**src/rtl/sc_pkg.sv**
```systemverilog
// Shared definitions for the stochastic-stream-to-binary converter.
// Holds the converter FSM state type and the default window exponent.
package sc_pkg;

    // Default window exponent: a window holds 2^SC_DEFAULT_WIDTH valid samples.
    localparam int SC_DEFAULT_WIDTH = 8;

    // Converter FSM states.
    typedef enum logic [1:0] {
        ST_IDLE  = 2'd0,
        ST_COUNT = 2'd1,
        ST_DONE  = 2'd2
    } sc_state_e;

endpackage : sc_pkg

```
**src/rtl/sc_counter.sv**
```systemverilog
// Up-counter with synchronous reset, synchronous clear and count enable.
// Ports:
//   clk   - rising-edge clock
//   rst   - synchronous active-high reset (highest priority)
//   clear - synchronous clear to zero (beats enable)
//   en    - increment by one this cycle
//   count - current count value, W bits
module sc_counter #(
    parameter int W = 9
) (
    input  logic         clk,
    input  logic         rst,
    input  logic         clear,
    input  logic         en,
    output logic [W-1:0] count
);

    // Count register: reset, then clear, then increment.
    always_ff @(posedge clk) begin
        if (rst) begin
            count <= '0;
        end else if (clear) begin
            count <= '0;
        end else if (en) begin
            count <= count + W'(1);
        end else begin
            count <= count;
        end
    end

endmodule : sc_counter

```
**src/rtl/sc_stream_to_binary.sv**
```systemverilog
// Converts a unipolar stochastic bitstream into a binary count of ones over
// a window of exactly 2^WIDTH valid samples. The value represented is
// result / 2^WIDTH; any scaling for an adder-chain source is left to the
// consumer.
// Ports:
//   clk          - rising-edge clock
//   rst          - synchronous active-high reset, overrides everything
//   start        - begin a window (only honoured in IDLE)
//   clear        - synchronous abort to IDLE; counters zeroed, result kept
//   bit_in       - stochastic stream bit
//   bit_valid    - qualifies bit_in as a sample this cycle
//   result       - ones in the last completed window (WIDTH+1 bits)
//   result_valid - high while result is offered to the consumer
//   result_ready - consumer accepts result
//   busy         - high while a window is being counted
module sc_stream_to_binary
    import sc_pkg::*;
#(
    parameter int WIDTH = SC_DEFAULT_WIDTH
) (
    input  logic             clk,
    input  logic             rst,
    input  logic             start,
    input  logic             clear,
    input  logic             bit_in,
    input  logic             bit_valid,
    output logic [WIDTH:0]   result,
    output logic             result_valid,
    input  logic             result_ready,
    output logic             busy
);

    // Counters are one bit wider than WIDTH so a full window of 2^WIDTH
    // never wraps either of them.
    localparam int CW = WIDTH + 1;
    // Sample count seen just before the final sample of a window arrives.
    localparam logic [CW-1:0] LAST_IDX = CW'((1 << WIDTH) - 1);

    sc_state_e       state_r;
    sc_state_e       state_s;
    logic [CW-1:0]   samples_s;
    logic [CW-1:0]   ones_s;
    logic [CW-1:0]   ones_final_s;
    logic            cnt_clear_s;
    logic            sample_en_s;
    logic            ones_en_s;
    logic            final_s;
    logic [WIDTH:0]  result_r;
    logic            result_valid_r;
    logic            busy_r;

    // Counters restart when a window opens and are zeroed by an abort.
    assign cnt_clear_s = clear || ((state_r == ST_IDLE) && start);
    assign sample_en_s = (state_r == ST_COUNT) && bit_valid;
    assign ones_en_s   = sample_en_s && bit_in;

    // The closing sample is folded into the result on the same edge that
    // enters DONE, so add it here rather than waiting for the counter.
    assign final_s      = sample_en_s && (samples_s == LAST_IDX) && !clear;
    assign ones_final_s = ones_s + CW'(bit_in);

    sc_counter #(.W(CW)) u_samples (
        .clk   (clk),
        .rst   (rst),
        .clear (cnt_clear_s),
        .en    (sample_en_s),
        .count (samples_s)
    );

    sc_counter #(.W(CW)) u_ones (
        .clk   (clk),
        .rst   (rst),
        .clear (cnt_clear_s),
        .en    (ones_en_s),
        .count (ones_s)
    );

    // Next-state logic; clear overrides start, sampling and handshake.
    always_comb begin
        state_s = state_r;
        if (clear) begin
            state_s = ST_IDLE;
        end else begin
            case (state_r)
                ST_IDLE: begin
                    if (start) begin
                        state_s = ST_COUNT;
                    end else begin
                        state_s = ST_IDLE;
                    end
                end
                ST_COUNT: begin
                    if (final_s) begin
                        state_s = ST_DONE;
                    end else begin
                        state_s = ST_COUNT;
                    end
                end
                ST_DONE: begin
                    // result_valid is always high in DONE, so ready alone
                    // completes the handshake; start is ignored here.
                    if (result_ready) begin
                        state_s = ST_IDLE;
                    end else begin
                        state_s = ST_DONE;
                    end
                end
                default: begin
                    state_s = ST_IDLE;
                end
            endcase
        end
    end

    // State, result and output flags; flags are derived from the next state
    // so they line up with the registered state.
    always_ff @(posedge clk) begin
        if (rst) begin
            state_r        <= ST_IDLE;
            result_r       <= '0;
            result_valid_r <= 1'b0;
            busy_r         <= 1'b0;
        end else begin
            state_r        <= state_s;
            result_r       <= final_s ? ones_final_s : result_r;
            result_valid_r <= (state_s == ST_DONE);
            busy_r         <= (state_s == ST_COUNT);
        end
    end

    assign result       = result_r;
    assign result_valid = result_valid_r;
    assign busy         = busy_r;

endmodule : sc_stream_to_binary
```
**config.mk**
```make
export PLATFORM = sky130hd
export DESIGN_NAME = sc_stream_to_binary
export DESIGN_NICKNAME = d
export VERILOG_FILES = /design/src/rtl/sc_pkg.sv /design/src/rtl/sc_counter.sv /design/src/rtl/sc_stream_to_binary.sv
export SDC_FILE = /design/constraint.sdc
export NUM_CORES = 1
export LEC_CHECK = 0
export ABC_CLOCK_PERIOD_IN_PS = 1990
export CELL_PAD_IN_SITES_DETAIL_PLACEMENT = 0
export CELL_PAD_IN_SITES_GLOBAL_PLACEMENT = 1
export CORE_MARGIN = 2
export CORE_UTILIZATION = 40
export DETAILED_ROUTE_END_ITERATION = 8
export PLACE_DENSITY_LB_ADDON = 0.1
export REMOVE_ABC_BUFFERS = 1
export SYNTH_ARGS = -nofsm -noshare
export SYNTH_HDL_FRONTEND = slang
export SYNTH_HIERARCHICAL = 1
export SYNTH_SLANG_ARGS = --single-unit
```
**constraint.sdc**
```tcl
create_clock -name clk -period 1.99 [get_ports clk]
set_clock_uncertainty 0.1 [all_clocks]
set_input_delay 0.398 -clock clk [delete_from_list [all_inputs] [get_ports clk]]
set_output_delay 0.398 -clock clk [all_outputs]
set_load 0.01 [all_outputs]
```
# ---- Word-level counts from Yosys, hierarchy flattened
# Cells that the tools add are included.
dict set report word_totals {
  regBits 31
  wordCells 28
}
dict set report op_classes {
  add_sub_neg 3
  eq_ne 5
  n_mux 5
  reduce_logical 9
}
# cell n
set ops {}
lappend ops {{9-bit by 1-bit adder with 9-bit output (second input constant)} 2}
lappend ops {{9-bit by 1-bit adder with 9-bit output} 1}
lappend ops {{9-bit by 8-bit equality test with 1-bit output (second input constant)} 1}
lappend ops {{2-bit two-way mux} 3}
lappend ops {{2-bit case mux with 3 select lines} 1}
lappend ops {{1-bit logical AND} 5}
lappend ops {{2-bit by 1-bit equality test with 1-bit output (second input constant)} 2}
lappend ops {{2-bit equality test (second input constant)} 2}
lappend ops {{2-bit zero test} 1}
lappend ops {{2-bit OR reduction} 1}
lappend ops {{1-bit zero test} 1}
lappend ops {{1-bit logical OR} 1}
lappend ops {{1-bit two-way mux} 1}

# ---- Depth between registers and ports, before layout
# Gate-level depths: netlist of run 1.
dict set report depth {
  word_depth 8
  depth_mapped 7
  ltp_nobuf 6
}

# ---- By module
# Netlist of run 1, hierarchy kept.
# module instances cells_each area_per_inst_um2 seq_area_each_um2
set modules_own_cells {}
lappend modules_own_cells {sc_counter 2 43 394.1 180.2}
lappend modules_own_cells {sc_stream_to_binary 1 69 666.9 260.2}

# ---- Worst setup path after synthesis of run 1
# OpenSTA, ideal clock, no wires.
dict set report synth_path {
  path_kind {in2reg}
  start {input clear}
  end {register result_r[2], in the netlist result[2]}
  setup_ns 0.079
  arrival_ns 1.477
  required_time_ns 1.811
  setup_slack_ns 0.333
  path_stages 5
  path_buffers 1
  cell_sequence {nand4b_1 -> nor4_4 -> buf_6 -> nor2_1 -> a211oi_2}
}
dict set report synth_via {
  elab_chain_len 2
}
# element line
set synth_lines {}
lappend synth_lines {{start, declared} sc_stream_to_binary.sv:24} ;# input logic clear,
lappend synth_lines {{1-bit zero test} sc_stream_to_binary.sv:59} ;# assign final_s = sample_en_s && (samples_s == LAST_IDX) && !clear;
lappend synth_lines {{1-bit logical AND} sc_stream_to_binary.sv:59}
lappend synth_lines {{end signal, assigned} sc_stream_to_binary.sv:125} ;# result_r <= final_s ? ones_final_s : result_r;
lappend synth_lines {{end, declared} sc_stream_to_binary.sv:48} ;# logic [WIDTH:0] result_r;
# Every way passes these cells.
# A chain may end at the register's enable or synchronous reset.

# ---- Final worst setup path of run 1
dict set report layout_path {
  start {input bit_in}
  end {register result_r[8], in the netlist result[8]}
}
dict set report layout_via {
  elab_chain_len 1
}
# element line
set layout_lines {}
lappend layout_lines {{start, declared} sc_stream_to_binary.sv:25} ;# input logic bit_in,
lappend layout_lines {{9-bit by 1-bit adder with 9-bit output} sc_stream_to_binary.sv:60} ;# assign ones_final_s = ones_s + CW'(bit_in);
# Every way passes these cells.

==> metrics.yaml, run 1 <==
overflow: 0
synthTopCellsByArea: "dfxtp_1 43%, nor2_1 5.7%, xor2_1 4.8%"
crit_end: "result[8]"
yosysSeqAreaShare_pct: 42.6
drc: 0
core_area_mm2: 0.00342
dp_hpwl_um: 2210
finish.utilization_pct: 53.4
final_layout_size_suffix_gt1_share_pct: 16.5
crit_path_top_delay_cell: "clkdlybuf4s50_1"
fin_nets: 198
syn_to_final_growth_pct: 25.4
setup.worst_path.start: "bit_in"
synth_largest_area_cell: "dfxtp_1"
reg2reg_depth: 6
clock_latency_ns: 0.33
drv_slew: 0
clkSlewWorstSetupHoldPaths_ns: 0.09
ff_latch_area_um2: 621
io_pins: 18
yosysMostFrequentCell: "dfxtp_1"
setup_viol: 0
dp_cells: 226
hold_path.class: "register to register"
max_stage_delay_ns: 0.50
cp-start-kind: "input pin"
ctsHoldBuffers: 0
r2r_end: "u_ones/count[7]"
period_needed_ns: 1.77
rsz0062_at_grt: "no"
cts_tree: "done"
crit_family: "buffers and inverters"
port_buffers: 17
first_iter_violations: 50
synth_area_mm2: 0.00146
grt_pass1_wl_um: 5350
rrSetupSlack_ns: 0.33
cts_sinks: 31
cap_violations: 0
p_total_uw: 1100
ir_drop_mv: 0.320
wl_per_cell_um: 12.8
dieHeight_um: 64.3
place_area_mm2: 0.00176
track_usage_pct: 16.9
fmax_mhz: 566
crit_type: "input pin to register"
synthArstFlopShare_pct: 0
r2r_start: "state_r[1]"
start_util_pct: 42.6
cts.repair.resized: 0
cpMostUsedCell: "ha_1"
dieWidth_um: 64.3
drtAntennaViolNets: 0
insertedDiodeCount: 0
syn_avg_cell_area_um2: 9.39
synth_cell_type_count: 31
antenna_found_initial: 0
placementRows: 21
end_kind: "register"
cellPowerDensity_mw_per_mm2: 601
clock_path_buffers: 2
finalHoldViolations: 0
path_buf_inv: 1
routed_wl_um: 3000
critPathRequiredTime_ns: 2.15
gp_congestion: 0.700
multi_input_area_um2: 791
cts_buffers: 5
yosysTopAreaCellShare_pct: 42.6
hold-worst-slack_ns: 0.398
slew_headroom_pct: 75.6
yosys_warnings: 6
path_cells: "clkdlybuf4s50_1, ha_1, ha_1, nand2_1, nor3_1, xnor2_1, a211oi_2"
synth-main-ff-cell: "dfxtp_1"
dr.pass1.iters: 5
status: "completed"
drt-vias-per-instance: 5.19
arrival_ns: 1.92
ys_seq_elements: 31
h-tree-depth: 2
fin_area_mm2: 0.00182
synth_common_cells: "31 x dfxtp_1, 22 x nor2_1, 9 x nand2_1, 9 x nand4_1"
cts_root_buf: "clkbuf_4"
grt_max_degree: 10
die_area_mm2: 0.00414
crit_cells: 7
tightestPinTransition_ns: 0.366
finalCritPeriodShare_pct: 88.8
synth_cells: 155
grt_pass1_vias: 1218
fillers: 336
via_count: 1214
crit_fanout: 2
leakage_uw: 0.000636
postCtsSetupRepairBufs: 0
final-instance-count-excl-fill: 234
synth-edff-count: 0
tightest hold or removal path: cells and delay by family, from the launching register on:
kind	cells	cell delay, ns
DFF	1	0.32
AOI/OAI and AO/OA	2	0.13
metrics by stage:
step	setup TNS, ns	worst slack (ns)
4_1_cts	0	0.222
5_1_grt	0	0.102
2_1_floorplan	0	0.136
3_3_place_gp	-1.18	-0.0908
6_report	0	0.223
3_5_place_dp	-1.68	-0.125
flip-flops by register name (all words and copies together) (netlist names):
name and count:
result_valid 1, state_r 2, busy 1, u_samples/count 9
result 9, u_ones/count 9
final cells by class:
cell class / instances / area share [%]
timing repair buffer: 31 / 15.1
multi-input combinational: 115 / 43.3
tap: 46 / 3.16
clock buffer: 8 / 3.77
sequential: 31 / 34.0
inverter: 3 / 0.617
placed cells by master, fill, tap and decap left out, types with 4 or more instances in the layout:
cell type,n
nor2_1,22
clkdlybuf4s50_1,17
clkbuf_4,5
a211oi_1,4
o21ai_0,8
ha_1,4
xnor2_1,7
dfxtp_1,31
a21oi_1,8
buf_4,14
or3_1,8
mux2i_1,4
xor2_1,8
nand4_1,9
nand2_1,9
routing by layer:
metal	GRT usage, %	part of all wire (%)	vias up
li1	-	-	615
met1	19.2	47	567
met2	28.6	47	26
met3	5.63	4.4	6
met4	7.18	1.6	0
met5	0	0	-
worst min path at each step:
| stage | slack, ns | cells after the start | to | startpoint |
|---|---|---|---|---|
| 4_1_cts | 0.40 | 2 | u_samples/count[8] | u_samples/count[8] |
| 3_3_place_gp | 0.37 | 2 | u_samples/count[8] | u_samples/count[8] |
| 2_1_floorplan | 0.35 | 2 | u_samples/count[8] | u_samples/count[8] |
| 5_1_grt | 0.43 | 2 | result[6] | result[6] |
| 6_report | 0.40 | 2 | u_samples/count[8] | u_samples/count[8] |
| 3_5_place_dp | 0.38 | 2 | u_samples/count[8] | u_samples/count[8] |
power breakdown:
part	internal (uW)	leakage (uW)	switching, uW
Clock	208	0.0000386	217
Combinational	24.0	0.000347	22.7
Sequential	622	0.000250	2.28
kinds of logic after synthesis:
logic type / count (synthesis) / share of synthesized area (%)
DFF: 31 / 42.6
xor gates and xnor gates: 15 / 9.03
AOI/OAI and AO/OA: 28 / 13.2
muxes: 4 / 2.75
adders and majority gates: 4 / 3.44
and+or+nand+nor: 64 / 26.0
buffers and inverters: 9 / 3.01
No activity file was read; power rests on OpenSTA's default activity.
==> inputs of run 2 (changes only) <==
==> constraint.sdc (replaced) <==
create_clock -name clk -period 1.99 [get_ports clk]
set_clock_uncertainty 0.1 [all_clocks]
set_input_delay 0.199 -clock clk [delete_from_list [all_inputs] [get_ports clk]]
set_output_delay 0.199 -clock clk [all_outputs]
set_load 0.01 [all_outputs]
==> run 2 against run 1 <==
Combinational power fell by 3%. Wire length is 4.5% lower. Final cell count down 3.0%. Sequential share of layout area up 1.0 points. Critical path depth fell by 1. Total power shrank 0.70%. Die area did not move. Maximum frequency rose by 4.8%. Sequential power is essentially flat. Largest cell class unchanged.
==> metrics.yaml, run 2 (synthesis gave the netlist of run 1 again) <==
ir_drop_mv: 0.286  # was 0.320 mV
routed_wl_um: 2860  # was 3000 um
dieWidth_um: 64.3  # unchanged
status: "completed"  # unchanged
syn_to_final_growth_pct: 21.8  # was 25.4%
clkSlewWorstSetupHoldPaths_ns: 0.10  # was 0.09 ns
antenna_found_initial: 0  # unchanged
h-tree-depth: 2  # unchanged
clock_path_buffers: 2  # unchanged
leakage_uw: 0.000600  # was 0.000636 uW
postCtsSetupRepairBufs: 0  # unchanged
final_cell_mix: "31 x dfxtp_1, 22 x nor2_1, 17 x clkdlybuf4s50_1, 9 x nand4_1, 9 x nand2_1"  # was 31 x dfxtp_1, 22 x nor2_1, 17 x clkdlybuf4s50_1, 14 x buf_4
r2r_start: "state_r[1]"  # unchanged
overflow: 0  # unchanged
layout_commonest_cell: "dfxtp_1"  # unchanged
die_area_mm2: 0.00414  # unchanged
cts_sinks: 31  # unchanged
dp_hpwl_um: 2140  # was 2210 um
end_kind: "register"  # unchanged
cellPowerDensity_mw_per_mm2: 614  # was 601 mW/mm2
dr.pass1.iters: 4  # was 5
track_usage_pct: 16.1  # was 16.9%
wl_per_cell_um: 12.6  # was 12.8 um
rsz0062_at_grt: "no"  # unchanged
setup-tns-final_ns: 0  # unchanged
dieHeight_um: 64.3  # unchanged
drtAntennaViolNets: 0  # unchanged
crit_type: "register to register"  # was input pin to register
cts_buffers: 5  # unchanged
final_layout_size_suffix_gt1_share_pct: 13.3  # was 16.5%
tightestPinTransition_ns: 0.358  # was 0.366 ns
crit_fanout: 8  # was 2
hold_path.class: "register to register"  # unchanged
rrSetupSlack_ns: 0.30  # was 0.33 ns
grt_max_degree: 11  # was 10
hold_start: "u_samples/count[8]"  # unchanged
ctsHoldBuffers: 0  # unchanged
setup_viol: 0  # unchanged
setup.worst_path.start: "state_r[1]"  # was bit_in
cp-start-kind: "register"  # was input pin
via_count: 1172  # was 1,214
drc: 0  # unchanged
fin_nets: 191  # was 198
critPathRequiredTime_ns: 2.16  # was 2.15 ns
gp_congestion: 0.727  # was 0.700
first_iter_violations: 40  # was 50
period_needed_ns: 1.69  # was 1.77 ns
core_area_mm2: 0.00342  # unchanged
grt_pass1_wl_um: 5180  # was 5350 um
finalHoldViolations: 0  # unchanged
drv_slew: 0  # unchanged
io_pins: 18  # unchanged
fmax_mhz: 593  # was 566 MHz
start_util_pct: 42.6  # unchanged
cts_tree: "done"  # unchanged
slew_headroom_pct: 76.1  # was 75.6%
placementRows: 21  # unchanged
finalCritPeriodShare_pct: 84.7  # was 88.8%
cts_root_buf: "clkbuf_4"  # unchanged
clock_latency_ns: 0.33  # about the same
cts.repair.resized: 0  # unchanged
arrival_ns: 1.85  # was 1.92 ns
fillers: 332  # was 336
grt_pass1_vias: 1182  # was 1,218
insertedDiodeCount: 0  # unchanged
final-instance-count-excl-fill: 227  # was 234
finish.utilization_pct: 51.9  # was 53.4%
port_buffers: 17  # unchanged
drt-vias-per-instance: 5.16  # was 5.19
dp_cells: 219  # was 226
cap_violations: 0  # unchanged
==> run 2: worst paths after layout <==
kind	end	cells past startpoint
max reg2reg	u_ones/count[7]	6
max	u_ones/count[7]	6
min	u_samples/count[8]	2
min reg2reg	u_samples/count[8]	2
==> run 2: routing by layer <==
layer | vias up | wire [um] | track usage, %
met3 | 6 | 121 | 4.23
met4 | 0 | 49 | 7.18
met5 | - | 0 | 0
met2 | 24 | 1190 | 24.9
li1 | 602 | - | -
met1 | 540 | 1490 | 21.1
==> run 2: final cells by class <==
| class | instances | area [um2] | share of cell area [%] |
|---|---|---|---|
| well taps | 46 | 57.6 | 3.25 |
| clock buffers | 8 | 68.8 | 3.88 |
| repair buffers | 24 | 223 | 12.6 |
| inverters | 3 | 11.3 | 0.636 |
| multi-input cells | 115 | 791 | 44.6 |
| flip-flops and latches | 31 | 621 | 35.0 |
==> run 2: where the power goes <==
part	switching, uW	leakage [uW]	total, uW	internal [uW]
Combinational	22.6	0.000311	45.3	22.7
Sequential	2.32	0.000250	624	622
Clock	211	0.0000386	419	208
==> run 2: stage by stage <==
stage	instance area, um2	setup slack (ns)	hold WS [ns]	total power (uW)
detailed placement	1700	0.0616	0.381	685
global placement	1700	0.0704	0.364	684
floorplan	1420	0.168	0.164	654
CTS	1770	0.300	0.398	1100
global route	1770	0.143	0.439	1130
finish	1770	0.304	0.395	1090
==> run 2: critical path, stage by stage (launching register included) <==
cell and delay [ns]:
dfxtp_1 0.38, nand3b_4 0.19, inv_1 0.10, and2_1 0.20, nand4_4 0.13, or3_1 0.37
a21oi_1 0.14
==> inputs of run 3 (changes only) <==
ABC_CLOCK_PERIOD_IN_PS = 1600   (was 1990)
clock period = 1.6 ns   (was 1.99 ns; I/O delays follow)
==> run 3 against run 2 <==
Via count grew 9.6%. Non-clock buffer count grew 26. First-iteration DRC count is the same. Combinational power grew 41%. Core utilization grew 6.8 points. Sequential power grew 24%. Global-route usage grew 0.93 points. Register-to-register slack lost 0.27 ns. Clock power grew 4%. Critical endpoint is now result_valid. Clock-buffer cell count shrank 1. Sequential cell count is the same.
==> metrics.yaml, run 3 (synthesis gave the netlist of run 1 again) <==
leakage_uw: 0.000739  # was 0.000600 uW
final_cell_mix: "29 x buf_4, 25 x dfxtp_1, 22 x nor2_1, 17 x clkdlybuf4s50_1, 9 x nand4_1"  # was 31 x dfxtp_1, 22 x nor2_1, 17 x clkdlybuf4s50_1, 9 x nand4_1, 9 x nand2_1
clock_path_buffers: 2  # unchanged
syn_to_final_growth_pct: 37.7  # was 21.8%
crit_end: "result_valid"  # was u_ones/count[7]
rsz0062_at_grt: "yes"  # was no
final_layout_size_suffix_gt1_share_pct: 30.9  # was 13.3%
crit_path_top_delay_cell: "clkdlybuf4s50_1"  # was dfxtp_1
clock_latency_ns: 0.34  # was 0.33 ns
fin_area_mm2: 0.00200  # was 0.00177 mm2
gp_congestion: 0.764  # was 0.727
dr.pass1.iters: 4  # unchanged
grt_max_degree: 11  # unchanged
layout_commonest_cell: "buf_4"  # was dfxtp_1
slew_headroom_pct: 79.0  # was 76.1%
multi_input_area_um2: 828  # was 791 um2
dp_hpwl_um: 2300  # was 2140 um
overflow: 0  # unchanged
finalCritPeriodShare_pct: 97.8
hold-worst-slack_ns: 0.392  # was 0.395 ns
status: "completed"  # unchanged
crit_fanout: 4  # was 8
arrival_ns: 1.69  # was 1.85 ns
critPathRequiredTime_ns: 1.72  # was 2.16 ns
track_usage_pct: 17.0  # was 16.1%
io_pins: 18  # unchanged
cts_root_buf: "clkbuf_4"  # unchanged
finalHoldViolations: 0  # unchanged
setup.worst_path.start: "clear"  # was state_r[1]
ff_latch_area_um2: 631  # was 621 um2
dieHeight_um: 64.3  # unchanged
cap_violations: 0  # unchanged
insertedDiodeCount: 0  # unchanged
drtAntennaViolNets: 0  # unchanged
hold_start: "u_samples/count[8]"  # unchanged
first_iter_violations: 40  # unchanged
end_kind: "register"  # unchanged
drc: 0  # unchanged
core_area_mm2: 0.00342  # unchanged
finish.utilization_pct: 58.7  # was 51.9%
h-tree-depth: 2  # unchanged
grt_pass1_wl_um: 5420  # was 5180 um
wl_per_cell_um: 12.6  # about the same
drt-vias-per-instance: 5.08  # was 5.16
rrSetupSlack_ns: 0.04  # was 0.30 ns
ir_drop_mv: 0.443  # was 0.286 mV
drv_slew: 0  # unchanged
fin_nets: 217  # was 191
cts_tree: "done"  # unchanged
grt_pass1_vias: 1283  # was 1,182
antenna_found_initial: 0  # unchanged
clkSlewWorstSetupHoldPaths_ns: 0.09  # was 0.10 ns
start_util_pct: 42.6  # unchanged
r2r_start: "u_samples/count[4]"  # was state_r[1]
cts_sinks: 31  # unchanged
crit_type: "input pin to register"  # was register to register
r2r_end: "result_valid"  # was u_ones/count[7]
fillers: 329  # was 332
cellPowerDensity_mw_per_mm2: 636  # was 614 mW/mm2
dieWidth_um: 64.3  # unchanged
setup_viol: 0  # unchanged
tightestPinTransition_ns: 0.314  # was 0.358 ns
place_area_mm2: 0.00185  # was 0.00170 mm2
via_count: 1284  # was 1,172
port_buffers: 17  # unchanged
fmax_mhz: 639
max_stage_delay_ns: 0.43  # was 0.38 ns
path_cells: "clkdlybuf4s50_1, nand4b_1, nor4_4, buf_4, a21oi_2, a2111oi_1"  # was nand3b_4, inv_1, and2_1, nand4_4, or3_1, a21oi_1
placementRows: 21  # unchanged
reg2reg_depth: 5  # was 6
die_area_mm2: 0.00414  # unchanged
cp-start-kind: "input pin"  # was register
cts_buffers: 5  # unchanged
routed_wl_um: 3190  # was 2860 um
period_needed_ns: 1.56
hold_path.class: "register to register"  # unchanged
-- run 3: layer usage --
| metal | global-route usage, % | wire length [um] | vias up | part of all wire [%] |
|---|---|---|---|---|
| met5 | 0 | 0 | - | 0 |
| met4 | 7.45 | 55 | 0 | 1.7 |
| met3 | 6.16 | 145 | 5 | 4.6 |
| met2 | 28.8 | 1510 | 25 | 47 |
| met1 | 19.2 | 1470 | 595 | 46 |
| li1 | - | - | 659 | - |
-- run 3: worst max-delay path, delay by kind of cell --
family,cells,cell delay [ns]
compound gates,2,0.36
buf+inv,2,0.62
simple gates,2,0.55
-- run 3: power breakdown --
part	total [uW]	internal (uW)	switching, uW
Clock	437	171	266
Combinational	63.8	32.4	31.4
Sequential	774	772	1.77
-- run 3: repair_timing --
item / 4_1_cts / 5_1_grt
endpoints found under the hold margin: 0 / 0
gates cloned: 0 / 1
hold buffers: 0 / 0
buffers inserted: 0 / 6
pin swaps: 0 / 7
resized for setup: 1 / 19
endpoints found under the setup margin: 1 / 20
-- run 3: area by class of cell --
cell class | instances | area share [%]
Clock buffer | 7 | 2.25
Clock inverter | 1 | 0.250
Inverter | 3 | 0.562
Multi-Input combinational cell | 115 | 41.3
Sequential cell | 31 | 31.5
Tap cell | 46 | 2.87
Timing Repair Buffer | 50 | 21.3
-- run 3: worst min-delay path by stage --
stage / end / depth (start not counted)
floorplan: result[2] / 1
global placement: u_samples/count[8] / 2
detailed placement: u_samples/count[8] / 2
CTS: u_samples/count[8] / 2
global route: state_r[0] / 2
finish: u_samples/count[8] / 2
-- run 3: per-stage QoR --
step,TNS [ns],power [uW],worst slack (ns),cells
floorplan,-2.78,814,-0.222,149
global placement,-4.72,854,-0.247,238
detailed placement,-5.19,855,-0.286,238
CTS,0,1300,0.00122,246
global route,-0.237,1360,-0.0772,253
finish,0,1270,0.0353,253
